<file path="src/rtl/accel_pkg.sv">
`default_nettype none
// ============================================================================
//  Module      : accel_pkg
//  Description : Shared constants and types for the accelerator datapath:
//                IEEE-754 single-precision constants, the fp_mult latency
//                default and the in-flight tag record used by resource
//                arbiters.
//  Revision    : 1.0 - initial release
// ============================================================================
package accel_pkg;

    localparam logic [31:0] FP_ONE          = 32'h3F80_0000;
    localparam logic [31:0] FP_HALF         = 32'h3F00_0000;
    localparam int          DEFAULT_MUL_LAT = 3;

    // Tag ID field is sized for the largest supported requester count (8),
    // so one tag type serves every arbiter instance.
    localparam int          TAG_ID_W        = 3;

    typedef struct packed {
        logic                valid;
        logic [TAG_ID_W-1:0] id;
    } tag_t;

endpackage
`default_nettype wire

</file>
<file path="src/rtl/fp_mult_arbiter_rr_arbiter.sv">
`default_nettype none
// ============================================================================
//  Module      : rr_arbiter
//  Description : Combinational round-robin arbiter. Searches i_req starting
//                at index i_ptr, wrapping modulo N; the first set bit wins.
//  Ports       : i_req   - request vector
//                i_ptr   - search start index (0..N-1)
//                o_grant - one-hot grant (all zero when no request)
//                o_idx   - encoded index of the winner
//                o_any   - at least one request granted
//  Revision    : 1.0 - initial release
// ============================================================================
module rr_arbiter #(
    parameter  int N  = 4,
    localparam int IW = $clog2(N)
) (
    input  logic [N-1:0]  i_req,
    input  logic [IW-1:0] i_ptr,
    output logic [N-1:0]  o_grant,
    output logic [IW-1:0] o_idx,
    output logic          o_any
);

    int            w_j;
    logic [IW-1:0] w_pos;

    always_comb begin
        o_grant = '0;
        o_idx   = '0;
        o_any   = 1'b0;
        w_j     = 0;
        w_pos   = '0;
        for (int k = 0; k < N; k++) begin
            // ptr + k is below 2N, so a single subtraction wraps it
            w_j = int'(i_ptr) + k;
            if (w_j >= N) begin
                w_j = w_j - N;
            end
            w_pos = IW'(w_j);
            if (!o_any && i_req[w_pos]) begin
                o_any          = 1'b1;
                o_grant[w_pos] = 1'b1;
                o_idx          = w_pos;
            end
        end
    end

endmodule
`default_nettype wire

</file>
<file path="src/rtl/fp_mult_arbiter.sv">
`default_nettype none
// ============================================================================
//  Module      : fp_mult_arbiter
//  Description : Shares one free-running, fixed-latency fp_mult between
//                N_REQ requesters. Round-robin issue of at most one operation
//                per cycle; a requester-ID pipe of depth MUL_LAT routes each
//                product back to its owner as a one-cycle strobe.
//  Ports       : clk, reset (sync, active-low), clk_en (gates issue only),
//                quiesce (blocks new grants), req_valid/req_a/req_b (packed
//                per requester), req_ready (one-hot grant), resp_valid
//                (one-hot result strobe), resp_data, mul_a/mul_b/mul_q (to
//                the shared multiplier), idle.
//  Revision    : 1.0 - initial release
// ============================================================================
module fp_mult_arbiter
    import accel_pkg::*;
#(
    parameter int N_REQ   = 4,
    parameter int MUL_LAT = DEFAULT_MUL_LAT
) (
    input  logic                clk,
    input  logic                reset,
    input  logic                clk_en,
    input  logic                quiesce,
    input  logic [N_REQ-1:0]    req_valid,
    input  logic [N_REQ*32-1:0] req_a,
    input  logic [N_REQ*32-1:0] req_b,
    output logic [N_REQ-1:0]    req_ready,
    output logic [N_REQ-1:0]    resp_valid,
    output logic [31:0]         resp_data,
    output logic [31:0]         mul_a,
    output logic [31:0]         mul_b,
    input  logic [31:0]         mul_q,
    output logic                idle
);

    localparam int ID_W = $clog2(N_REQ);

    logic [ID_W-1:0]  r_rr_ptr;
    tag_t             r_tag [MUL_LAT];

    logic             w_issue_en;
    logic [N_REQ-1:0] w_req_gated;
    logic [N_REQ-1:0] w_grant;
    logic [ID_W-1:0]  w_win_id;
    logic             w_grant_any;
    logic             w_any_inflight;
    tag_t             w_tag_in;
    tag_t             w_tail;

    // Reset is folded into the enable so no grant is shown while in reset.
    assign w_issue_en  = clk_en && !quiesce && reset;
    assign w_req_gated = req_valid & {N_REQ{w_issue_en}};

    rr_arbiter #(
        .N (N_REQ)
    ) u_rr_arbiter (
        .i_req   (w_req_gated),
        .i_ptr   (r_rr_ptr),
        .o_grant (w_grant),
        .o_idx   (w_win_id),
        .o_any   (w_grant_any)
    );

    assign req_ready = w_grant;

    // The multiplier samples operands at the grant edge; idle cycles feed 0.
    assign mul_a = w_grant_any ? req_a[int'(w_win_id)*32 +: 32] : 32'h0;
    assign mul_b = w_grant_any ? req_b[int'(w_win_id)*32 +: 32] : 32'h0;

    always_ff @(posedge clk) begin
        if (!reset) begin
            r_rr_ptr <= '0;
        end else if (w_grant_any) begin
            r_rr_ptr <= (int'(w_win_id) == N_REQ - 1) ? '0 : w_win_id + 1'b1;
        end
    end

    assign w_tag_in.valid = w_grant_any;
    assign w_tag_in.id    = TAG_ID_W'(w_win_id);

    // The multiplier is free-running, so the tag pipe shifts every cycle
    // regardless of clk_en; in-flight results always drain.
    always_ff @(posedge clk) begin
        if (!reset) begin
            for (int s = 0; s < MUL_LAT; s++) begin
                r_tag[s] <= '0;
            end
        end else begin
            r_tag[0] <= w_tag_in;
            for (int s = 1; s < MUL_LAT; s++) begin
                r_tag[s] <= r_tag[s-1];
            end
        end
    end

    assign w_tail = r_tag[MUL_LAT-1];

    always_comb begin
        w_any_inflight = 1'b0;
        for (int s = 0; s < MUL_LAT; s++) begin
            w_any_inflight = w_any_inflight | r_tag[s].valid;
        end
    end

    // Strobe is suppressed while reset is held so a flushed operation never
    // reaches its requester.
    always_comb begin
        resp_valid = '0;
        for (int i = 0; i < N_REQ; i++) begin
            resp_valid[i] = w_tail.valid && reset && (w_tail.id == TAG_ID_W'(i));
        end
    end

    assign resp_data = mul_q;
    assign idle      = (!w_any_inflight || !reset) && !w_grant_any;

endmodule
`default_nettype wire

</file>
<file path="config.mk">
export PLATFORM = sky130hd
export DESIGN_NAME = fp_mult_arbiter
export DESIGN_NICKNAME = d
export VERILOG_FILES = /design/src/rtl/accel_pkg.sv /design/src/rtl/fp_mult_arbiter_rr_arbiter.sv /design/src/rtl/fp_mult_arbiter.sv
export SDC_FILE = /design/constraint.sdc
export NUM_CORES = 1
export LEC_CHECK = 0
export CAP_MARGIN = 25
export CORE_AREA = 8 8 149 151
export CTS_CLUSTER_DIAMETER = 60
export DETAILED_ROUTE_END_ITERATION = 16
export DIE_AREA = 0 0 157 159
export DONT_BUFFER_PORTS = 1
export HOLD_SLACK_MARGIN = 0.02
export PLACE_DENSITY = 0.32
export SKIP_CTS_REPAIR_TIMING = 1
export SYNTH_ARGS = -nofsm -noshare
export SYNTH_HDL_FRONTEND = slang
export SYNTH_HIERARCHICAL = 1
export SYNTH_SLANG_ARGS = --single-unit
</file>
<file path="constraint.sdc">
create_clock -name clk -period 5.7 [get_ports clk]
set_input_delay 0.57 -clock clk [delete_from_list [all_inputs] [get_ports clk]]
set_output_delay 0.57 -clock clk [all_outputs]
set_load 0.005 [all_outputs]
</file>
==> metrics.md, run 1 <==
| Metric | Value |
|---|---|
| Status | finished, final reports clean |
| Cell count after synthesis | 341 |
| Sw frac | 44.9% |
| PortBufs | 0 |
| Setup crit end kind | output port |
| Fin util | around 15% |
| Die area | ~25000 µm² |
| Die W | about 160 µm |
| Clk Latency, worst-skew pair | 0.24 ns |
| Hold Vio Cnt, Final | 0 |
| Clock share of power | just under 20% |
| CTS H-tree depth | 1 |
| TritonCTS clock tree | yes |
| Top cells by area, synth | mux2i_1 43%, o22ai_1 13%, buf_4 8.1%, dfxtp_1 7.2%, buf_12 3.9% |
| Initial antenna violation count | 0 |
| Share of layout cells above drive strength 1 | about 6% |
| WP data required | slightly above 5 ns |
| Crit Path Max Fanout | 73 |
| Clk root buf | clkbuf_16 |
| Met1 WL | 4950 µm |
| Standard-cell row count | 52 |
| Fin crit period | 4.51 ns |
| P_sw | about 0.3 mW |
| YS warnings | 6 |
| HPWL Detailed | approximately 12000 µm |
| Pint | 0.361 mW |
| Max-slew headroom | 59.9% |
| Post-route design area | approximately 3000 µm² |
| Largest area contributor in the netlist | mux2i_1 |
| I/O pin count | about 400 |
| Router iterations before antenna repair | 4 |
| Sequential element share of the synthesized area | 7.22% |
| FILL cells | 2256 |
| Detailed Route Iter0 Violations | roughly 120 |
| Number of global-route vias before repair | roughly 2900 |
| Critical path class | flip-flop to output port |
| Max_cap viols | 0 |
| Yosys cell types | 35 |
| CTS clk-pin slew, worst paths | roughly 0.04 ns |
| GP Congestion | about 0.74 |
| Non-Filler Instances | 556 |
| Chip height | around 160 µm |
| Final setup margin | roughly 1.2 ns |
| Sequential group share of total power | between 10% and 20% |
| Core area | ~20000 µm² |
| PwrDens | around 220 nW/µm² |
| Max Clk Rate | about 220 MHz |
| DRC errors left | 0 |
| Final setup violation count | 0 |
| Max Root-Sink Buffers | 2 |
| Cell total after placement | ~550 |
| N_diodes | 0 |
| CP Launch Type | flip-flop |
| Area growth syn-to-layout | -2.13% |
| Combinational share of power | 65.7% |
| Cell Area, Synth | between 3000 and 4000 µm² |
| Net Count, Synth | 643 |
| # clock sinks | 11 |
| Nets | 589 |
| Worst vdd ir | about 0.000081 V |
| Final ANT Viol Nets | 0 |
| DR WL met2 | 6970 µm |
| Synth Register Bits | 11 |
| Gr usage total | between 9 and 10% |
| First-pass GRT wire length | between 15000 and 20000 µm |
| Vias/cell | 4.71 |
| Starting Density | between 10% and 20% |
| Congestion Overflow GR | 0 |
| Slew Limit Fails | 0 |
| Tcrit/Tclk final | between 70% and 80% |
| Pre-CTS setup slack | roughly 1.3 ns |
| Via count | between 2000 and 3000 |
| Layout Skew | 0.000305 ns |
| Post-Route WL | approximately 14000 µm |
| Hold Crit Class | flip-flop to flip-flop |
| Pleak | roughly 0.80 nW |
| Syn avg cell area | between 8 and 9 µm² |
| RSZ-0062 raised after global routing | false |
| Synth top area share | ~43% |
| Max layer used | met4 |
| CTS buffer count | 3 |
| Post-route setup TNS | 0 ns |
| Largest net degree at the start of global routing | 74 |
| Placed cell areas | slightly below 3000 µm² |
| WL/cell | approximately 25 µm |
| Metal3 WL | approximately 1500 µm |
| CP Data Arrival Time | 3.94 ns |
| Least-Margin Pin Slew | around 0.6 ns |
[sequential cells by signal (all words and copies together), names as in the netlist]
signal	cells
r_tag	9
r_rr_ptr	2
[cell type report]
type	instances	area (µm²)	area share, %
multi-input cells	261	2270	75.9
flip-flops and latches	11	220	7.38
repair buffers	5	62.6	2.10
clock inverters	1	5.00	0.168
well taps	270	338	11.3
clock buffers	3	75.1	2.51
inverters	5	18.8	0.629
[kinds of logic (layout without fill, tap and decap cells)]
family	Yosys count	after routing	share of synthesized area [%]
muxes	136	136	46.6
adders and majority gates	6	6	2.46
AOI/OAI and AO/OA	83	83	17.4
DFF	11	11	7.22
and+or+nand+nor	36	36	7.38
buffers and inverters	69	14	19.0
[routing by layer]
layer | vias up | global-route usage [%]
met5 | - | 0
li1 | 1173 | -
met3 | 12 | 3.88
met1 | 1218 | 10.5
met2 | 216 | 17.6
met4 | 0 | 2.10
[cells in the mapped netlist (all sizes together)]
cell type	number
mux2i	131
o22ai	64
buf	56
and2	13
dfxtp	11
a22oi	8
clkbuf	8
ha	6
nor2	6
inv	5
o21ai	5
mux4	4
nand2b	4
nor3	3
a21oi	2
nand2	2
a32o	1
and2b	1
and3b	1
mux2	1
nand3	1
nor2b	1
nor4	1
nor4b	1
o211ai	1
o221ai	1
o31ai	1
or3	1
or3b	1
[metrics by stage]
step / total power [mW] / hold WS, ns
after floorplan: 0.511 / 0.412
after global placement: 0.518 / 0.419
after detailed placement: 0.526 / 0.430
after CTS: 0.657 / 0.441
after global routing: 0.703 / 0.444
final: 0.655 / 0.438
[final timing paths]
check        cells after the start  slack [ns]                      from                       end
max                              8        1.19  r_rr_ptr[0]$_SDFFE_PN0P_                 mul_a[22]
max reg2reg                      9        2.24  r_rr_ptr[0]$_SDFFE_PN0P_  r_rr_ptr[0]$_SDFFE_PN0P_
min                              1        0.44    r_tag[0][0]$_SDFF_PN0_    r_tag[0][4]$_SDFF_PN0_
min reg2reg                      1        0.44    r_tag[0][0]$_SDFF_PN0_    r_tag[0][4]$_SDFF_PN0_
[critical path, cell delays in order (launching register included)]
cell     delay [ns]
dfxtp_1        0.67
inv_1          0.14
ha_1           0.39
mux4_2         0.45
nor3_1         0.32
a32o_4         0.62
buf_12         0.43
mux2i_1        0.15
o22ai_1        0.41
[cells in the final DEF, fill, tap and decap left out]
cell type    n
nor4_1       1
and2_1      13
mux4_1       2
nor2b_1      1
dfxtp_1     11
o31ai_1      1
buf_4        3
nor4b_4      1
buf_12       2
inv_1        5
o221ai_1     1
a21oi_1      2
nand2_2      1
clkinv_2     1
nand3_1      1
mux4_2       2
a32o_4       1
or3_1        1
nor2_1       6
mux2_2       1
nand2b_2     1
and2b_2      1
a22oi_1      8
clkbuf_16    3
mux2i_1    131
o211ai_1     1
o21ai_0      5
or3b_1       1
ha_1         6
and3b_1      1
nor3_1       3
nand2_1      1
o22ai_1     64
nand2b_1     3
[power by group through the flow]
| stage | clock network (mW) | registers [mW] | logic (mW) |
|---|---|---|---|
| 2_1_floorplan | 0 | 0.0900 | 0.421 |
| 3_3_place_gp | 0 | 0.0966 | 0.421 |
| 3_5_place_dp | 0 | 0.0974 | 0.429 |
| 4_1_cts | 0.132 | 0.0959 | 0.429 |
| 5_1_grt | 0.137 | 0.0980 | 0.468 |
| 6_report | 0.129 | 0.0954 | 0.430 |
(Power assumes the default switching activity.)
==> inputs of run 2 (changes only) <==
==> constraint.sdc (replaced) <==
create_clock -name clk -period 4.2 [get_ports clk]
set_input_delay 0.42 -clock clk [delete_from_list [all_inputs] [get_ports clk]]
set_output_delay 0.42 -clock clk [all_outputs]
set_load 0.005 [all_outputs]
==> metrics.md, run 2 (synthesis results as in run 1) <==
| Metric | Value |
|---|---|
| HPWL Detailed | 12100 µm (+1.9%) |
| Standard-cell row count | 52 (unchanged) |
| Tcrit/Tclk final | approximately 95% |
| Post-Route WL | 14000 µm (+2.2%) |
| Final ANT Viol Nets | 0 (unchanged) |
| Pre-CTS setup slack | 0.450 ns (-0.845 ns) |
| Max-slew headroom | 53.9% (-6.0 points) |
| TritonCTS clock tree | yes |
| Power, Total | 0.885 mW (+35%) |
| CP Data Arrival Time | 3.59 ns (-0.35 ns) |
| Crit-path cells | inv_1, ha_1, mux4_2, nor4b_4, nor2_1, a32o_4, buf_12, mux2i_1, o22ai_1 |
| Max Root-Sink Buffers | 2 (unchanged) |
| Multi-input gate area | 2270 µm² (unchanged) |
| PwrDens | 295 nW/µm² (+35%) |
| CTS buffer count | 3 (unchanged) |
| N_diodes | 0 (unchanged) |
| WHS | 0.307 ns (-0.131 ns) |
| Hold Crit Class | input port to flip-flop |
| CP Launch Type | flip-flop |
| Area growth syn-to-layout | -1.68% |
| Crit. Startpoint | r_rr_ptr[0]$_SDFFE_PN0P_ |
| FILL cells | 2246 (-0.44%) |
| Max FFs per register | 9 (unchanged) |
| Die area | 25000 µm² (unchanged) |
| CP peak stage delay | 0.68 ns (about the same) |
| WL/cell | 25.0 µm (+1.8%) |
| Chip height | 159 µm (unchanged) |
| Die W | 157 µm (unchanged) |
| Post-route setup TNS | 0 ns (unchanged) |
| PortBufs | 0 (unchanged) |
| CTS clk-pin slew, worst paths | 0.04 ns (about the same) |
| Pleak | 0.806 nW (+0.52%) |
| Detailed Route Iter0 Violations | 126 (+5.9%) |
| Least-Margin Pin Slew | 0.685 ns (+0.0898 ns) |
| Status | finished, final reports clean |
| Largest net degree at the start of global routing | 75 (+1.4%) |
| CP max-delay cell | dfxtp_1 |
| Congestion Overflow GR | 0 (unchanged) |
| # clock sinks | 11 (unchanged) |
| Initial antenna violation count | 0 (unchanged) |
| Router iterations before antenna repair | 4 (unchanged) |
| Clk root buf | clkbuf_16 |
| RSZ-0062 raised after global routing | false |
| Buf/Inv on CP | 2 (unchanged) |
| Top cell family by delay on the critical path | multiplexers |
| Final setup violation count | 0 (unchanged) |
| Fin util | 15.1% (+0.069 points) |
| Fin crit period | roughly 4 ns |
| Via count | 2620 (+0.038%) |
| WP data required | 3.78 ns (-1.35 ns) |
| Max_cap viols | 0 (unchanged) |
| Setup crit end kind | output port |
| GP Congestion | 0.753 (+1.2%) |
| Commonest non-fill, non-tap cells in the layout | 131 x mux2i_1, 64 x o22ai_1, 13 x and2_1, 11 x dfxtp_1, 8 x a22oi_1 |
| Most common cell after layout, fill and taps aside | mux2i_1 |
| Nets | 591 (+0.34%) |
| Crit Path Max Fanout | 74 (+1.4%) |
| First-pass GRT wire length | 19400 µm (+1.8%) |
| Hold Startpoint | reset |
| Layout Skew | 0.00154 ns (+0.00123 ns) |
| Final setup margin | 0.189 ns (-0.998 ns) |
| Starting Density | 15.4% (unchanged) |
| Largest regs | r_tag: 9 flops, r_rr_ptr: 2 flops |
| Slew Limit Fails | 0 (unchanged) |
| Crit Reg-Reg Startpoint | r_rr_ptr[0]$_SDFFE_PN0P_ |
| Largest register by flop count | r_tag |
| Hold Vio Cnt, Final | 0 (unchanged) |
| DRC errors left | 0 (unchanged) |
| Share of layout cells above drive strength 1 | 6.25% (+0.31 points) |
| Clk Latency, worst-skew pair | 0.23 ns (about the same) |
| Core area | 19800 µm² (unchanged) |
| Vias/cell | 4.70 (-0.32%) |
| Number of global-route vias before repair | 2893 (+0.49%) |
| Critical path class | flip-flop to output port |
| Seq. cell area | 220 µm² (unchanged) |
| I/O pin count | 401 (unchanged) |
| Gr usage total | 10.0% (+0.27 points) |
| CTS H-tree depth | 1 (unchanged) |
| Worst vdd ir | 0.000126 V (+55%) |
| Max Clk Rate | 249 MHz |
-- run 2: path summary, 6_finish.rpt --
check                             endpoint  slack (ns)  cells past startpoint
setup / recovery                 mul_a[21]        0.19                      9
hold reg to reg     r_tag[0][8]$_SDFF_PN0_        0.43                      1
hold / removal     r_tag[0][11]$_SDFF_PN0_        0.31                      1
setup reg to reg  r_rr_ptr[0]$_SDFFE_PN0P_        0.75                     10
-- run 2: cell type report --
type                    count  area share (%)
clock buffers               4            2.63
repair buffers              7            2.59
well taps                 270            11.3
inverters                   5           0.626
multi-input cells         261            75.6
flip-flops and latches     11            7.34
-- run 2: through the flow --
step           instances  area, µm²
6_report             558       3000
5_1_grt              558       3000
4_1_cts              558       3000
3_5_place_dp         554       2920
3_3_place_gp         554       2920
2_1_floorplan        341       3050
-- run 2: power by group --
| part | internal, mW | switching (mW) |
|---|---|---|
| clock network | 0.127 | 0.0431 |
| registers | 0.114 | 0.0123 |
| logic | 0.249 | 0.340 |
-- run 2: routing by layer --
layer	share of wire, %	GRT usage (%)
met3	11	3.83
met2	50	18.0
met5	0	0
met1	38	11.1
met4	1.2	1.79
==> inputs of run 3 (changes only) <==
--- a/config.mk
+++ b/config.mk
@@ -6,13 +6,13 @@
 export NUM_CORES = 1
 export LEC_CHECK = 0
 export CAP_MARGIN = 25
-export CORE_AREA = 8 8 149 151
+export CORE_AREA = 2 2 156 158
 export CTS_CLUSTER_DIAMETER = 60
 export DETAILED_ROUTE_END_ITERATION = 16
-export DIE_AREA = 0 0 157 159
+export DIE_AREA = 0 0 158 160
 export DONT_BUFFER_PORTS = 1
 export HOLD_SLACK_MARGIN = 0.02
-export PLACE_DENSITY = 0.32
+export PLACE_DENSITY = 0.3
 export SKIP_CTS_REPAIR_TIMING = 1
 export SYNTH_ARGS = -nofsm -noshare
 export SYNTH_HDL_FRONTEND = slang
==> constraint.sdc (replaced) <==
create_clock -name clk -period 5 [get_ports clk]
set_input_delay 0.5 -clock clk [delete_from_list [all_inputs] [get_ports clk]]
set_output_delay 0.5 -clock clk [all_outputs]
set_load 0.005 [all_outputs]
==> metrics.md, run 3 (synthesis results as in run 1) <==
| Metric | Value |
|---|---|
| Status | finished, final reports clean |
| Share of layout cells above drive strength 1 | 5.59% (-0.66 points) |
| Slew Limit Fails | 0 (unchanged) |
| CP max-delay cell | dfxtp_1 |
| Final setup violation count | 0 (unchanged) |
| Number of global-route vias before repair | 2448 (-15%) |
| WP data required | 4.50 ns (+0.72 ns) |
| Clk Latency, worst-skew pair | 0.23 ns (about the same) |
| WL/cell | 18.8 µm (-25%) |
| Worst vdd ir | 0.000148 V (+17%) |
| Seq. cell area | 220 µm² (unchanged) |
| CTS clk-pin slew, worst paths | 0.04 ns (about the same) |
| Max Root-Sink Buffers | 2 (unchanged) |
| Final ANT Viol Nets | 0 (unchanged) |
| I/O pin count | 401 (unchanged) |
| Crit-path cells | inv_1, ha_1, mux4_2, and2b_2, o21ai_0, o31ai_1, nand2b_2, buf_4, o22ai_1 |
| Top cell family by delay on the critical path | simple AND/OR/NAND/NOR gates |
| Die area | 25300 µm² (+1.3%) |
| Layout Skew | 0.00219 ns (+0.000650 ns) |
| Commonest non-fill, non-tap cells in the layout | 131 x mux2i_1, 64 x o22ai_1, 13 x and2_1, 11 x dfxtp_1, 8 x a22oi_1 |
| Setup crit end kind | output port |
| Multi-input gate area | 2270 µm² (unchanged) |
| Starting Density | 12.8% (-2.6 points) |
| GP Congestion | 0.751 (-0.21%) |
| Largest register by flop count | r_tag |
| Max-slew headroom | 45.9% (-8.0 points) |
| FILL cells | 2743 (+22%) |
| Critical path class | flip-flop to output port |
| Die W | 158 µm (+0.64%) |
| Tcrit/Tclk final | between 80% and 90% |
| Largest net degree at the start of global routing | 51 (-32%) |
| CTS buffer count | 3 (unchanged) |
| Initial antenna violation count | 3 (+3) |
| Core area | 23800 µm² (+20%) |
| Fin crit period | about 4.4 ns |
| DRC errors left | 0 (unchanged) |
| Crit Path Max Fanout | 35 (-53%) |
| Chip height | 160 µm (+0.63%) |
| PwrDens | 238 nW/µm² (-19%) |
| Post-Route WL | 11500 µm (-17%) |
| Buf/Inv on CP | 2 (unchanged) |
| Power, Total | 0.729 mW (-18%) |
| Max FFs per register | 9 (unchanged) |
| HPWL Detailed | 9720 µm (-20%) |
| CP Launch Type | flip-flop |
| Nets | 589 (-0.34%) |
| PortBufs | 0 (unchanged) |
| Post-route setup TNS | 0 ns (unchanged) |
| TritonCTS clock tree | yes |
| Clk root buf | clkbuf_16 |
| Gr usage total | 7.88% (-2.2 points) |
| Area growth syn-to-layout | 0.287% |
| Hold Crit Class | input port to flip-flop |
| RSZ-0062 raised after global routing | false |
| Max Clk Rate | ~230 MHz |
| Largest regs | r_tag: 9 flops, r_rr_ptr: 2 flops |
| Via count | 2672 (+2.0%) |
| Vias/cell | 4.36 (-7.2%) |
| Congestion Overflow GR | 0 (unchanged) |
| Max_cap viols | 0 (unchanged) |
| Hold Vio Cnt, Final | 0 (unchanged) |
| CTS H-tree depth | 1 (unchanged) |
| Most common cell after layout, fill and taps aside | mux2i_1 |
| Least-Margin Pin Slew | 0.808 ns (+0.123 ns) |
| Router iterations before antenna repair | 4 (unchanged) |
| CP Data Arrival Time | 3.92 ns (+0.33 ns) |
| # clock sinks | 11 (unchanged) |
| CP peak stage delay | 0.70 ns (+0.02 ns) |
| Pleak | 0.797 nW (-1.1%) |
| Detailed Route Iter0 Violations | 170 (+35%) |
| Standard-cell row count | 57 (+9.6%) |
| First-pass GRT wire length | 15200 µm (-22%) |
## run 3: cell types whose count changed in the layout (fill, tap and decap cells not counted), sizes merged
cell and delta:
diode +3, buf -2
## run 3: worst register-to-register path: cells and delay by family (launching register included)
family,cells,cell delay (ns)
AND/OR/NAND/NOR,3,0.87
flip-flops,1,0.70
AO/OA/AOI/OAI,2,0.63
adder cells (fa/ha/maj),2,0.62
buffers and inverters,2,0.45
multiplexers,1,0.45
## run 3: report_power, final
group	switching (mW)	internal (mW)
logic	0.272	0.205
clock network	0.0366	0.107
registers	0.0131	0.0959
total	0.321	0.408
## run 3: path summary, 6_finish.rpt
kind	startpoint	to	slack, ns	cells past startpoint
worst max-delay path	r_rr_ptr[0]$_SDFFE_PN0P_	mul_a[1]	0.58	9
worst min-delay path	reset	r_tag[0][4]$_SDFF_PN0_	0.39	1
worst max register to register	r_rr_ptr[0]$_SDFFE_PN0P_	r_rr_ptr[0]$_SDFFE_PN0P_	1.20	10
worst min register to register	r_tag[0][0]$_SDFF_PN0_	r_tag[0][4]$_SDFF_PN0_	0.43	1
## run 3: cell type report
type | count | area share (%)
sequential | 11 | 7.20
timing repair buffer | 5 | 2.04
multi-input combinational | 261 | 74.1
tap | 324 | 13.3
antenna | 3 | 0.245
inverter | 5 | 0.613
clock buffer | 4 | 2.58
## run 3: stage by stage
step	worst slack, ns	util [%]	hold slack, ns	area, µm²	std cells
floorplan	1.67	-	0.412	3050	341
CTS	0.499	12.8	0.384	3050	610
global route	0.208	12.8	0.379	3060	613
finish	0.585	12.8	0.389	3060	613
global placement	0.833	12.5	0.414	2970	606
detailed placement	0.740	12.5	0.422	2970	606
## run 3: per-layer routing
metal	share of wire, %	track usage (%)	vias to the layer above
met5	0	0	-
met4	3.2	2.17	0
met3	11	2.20	20
met2	49	13.2	241
met1	38	9.85	1231
li1	-	-	1180
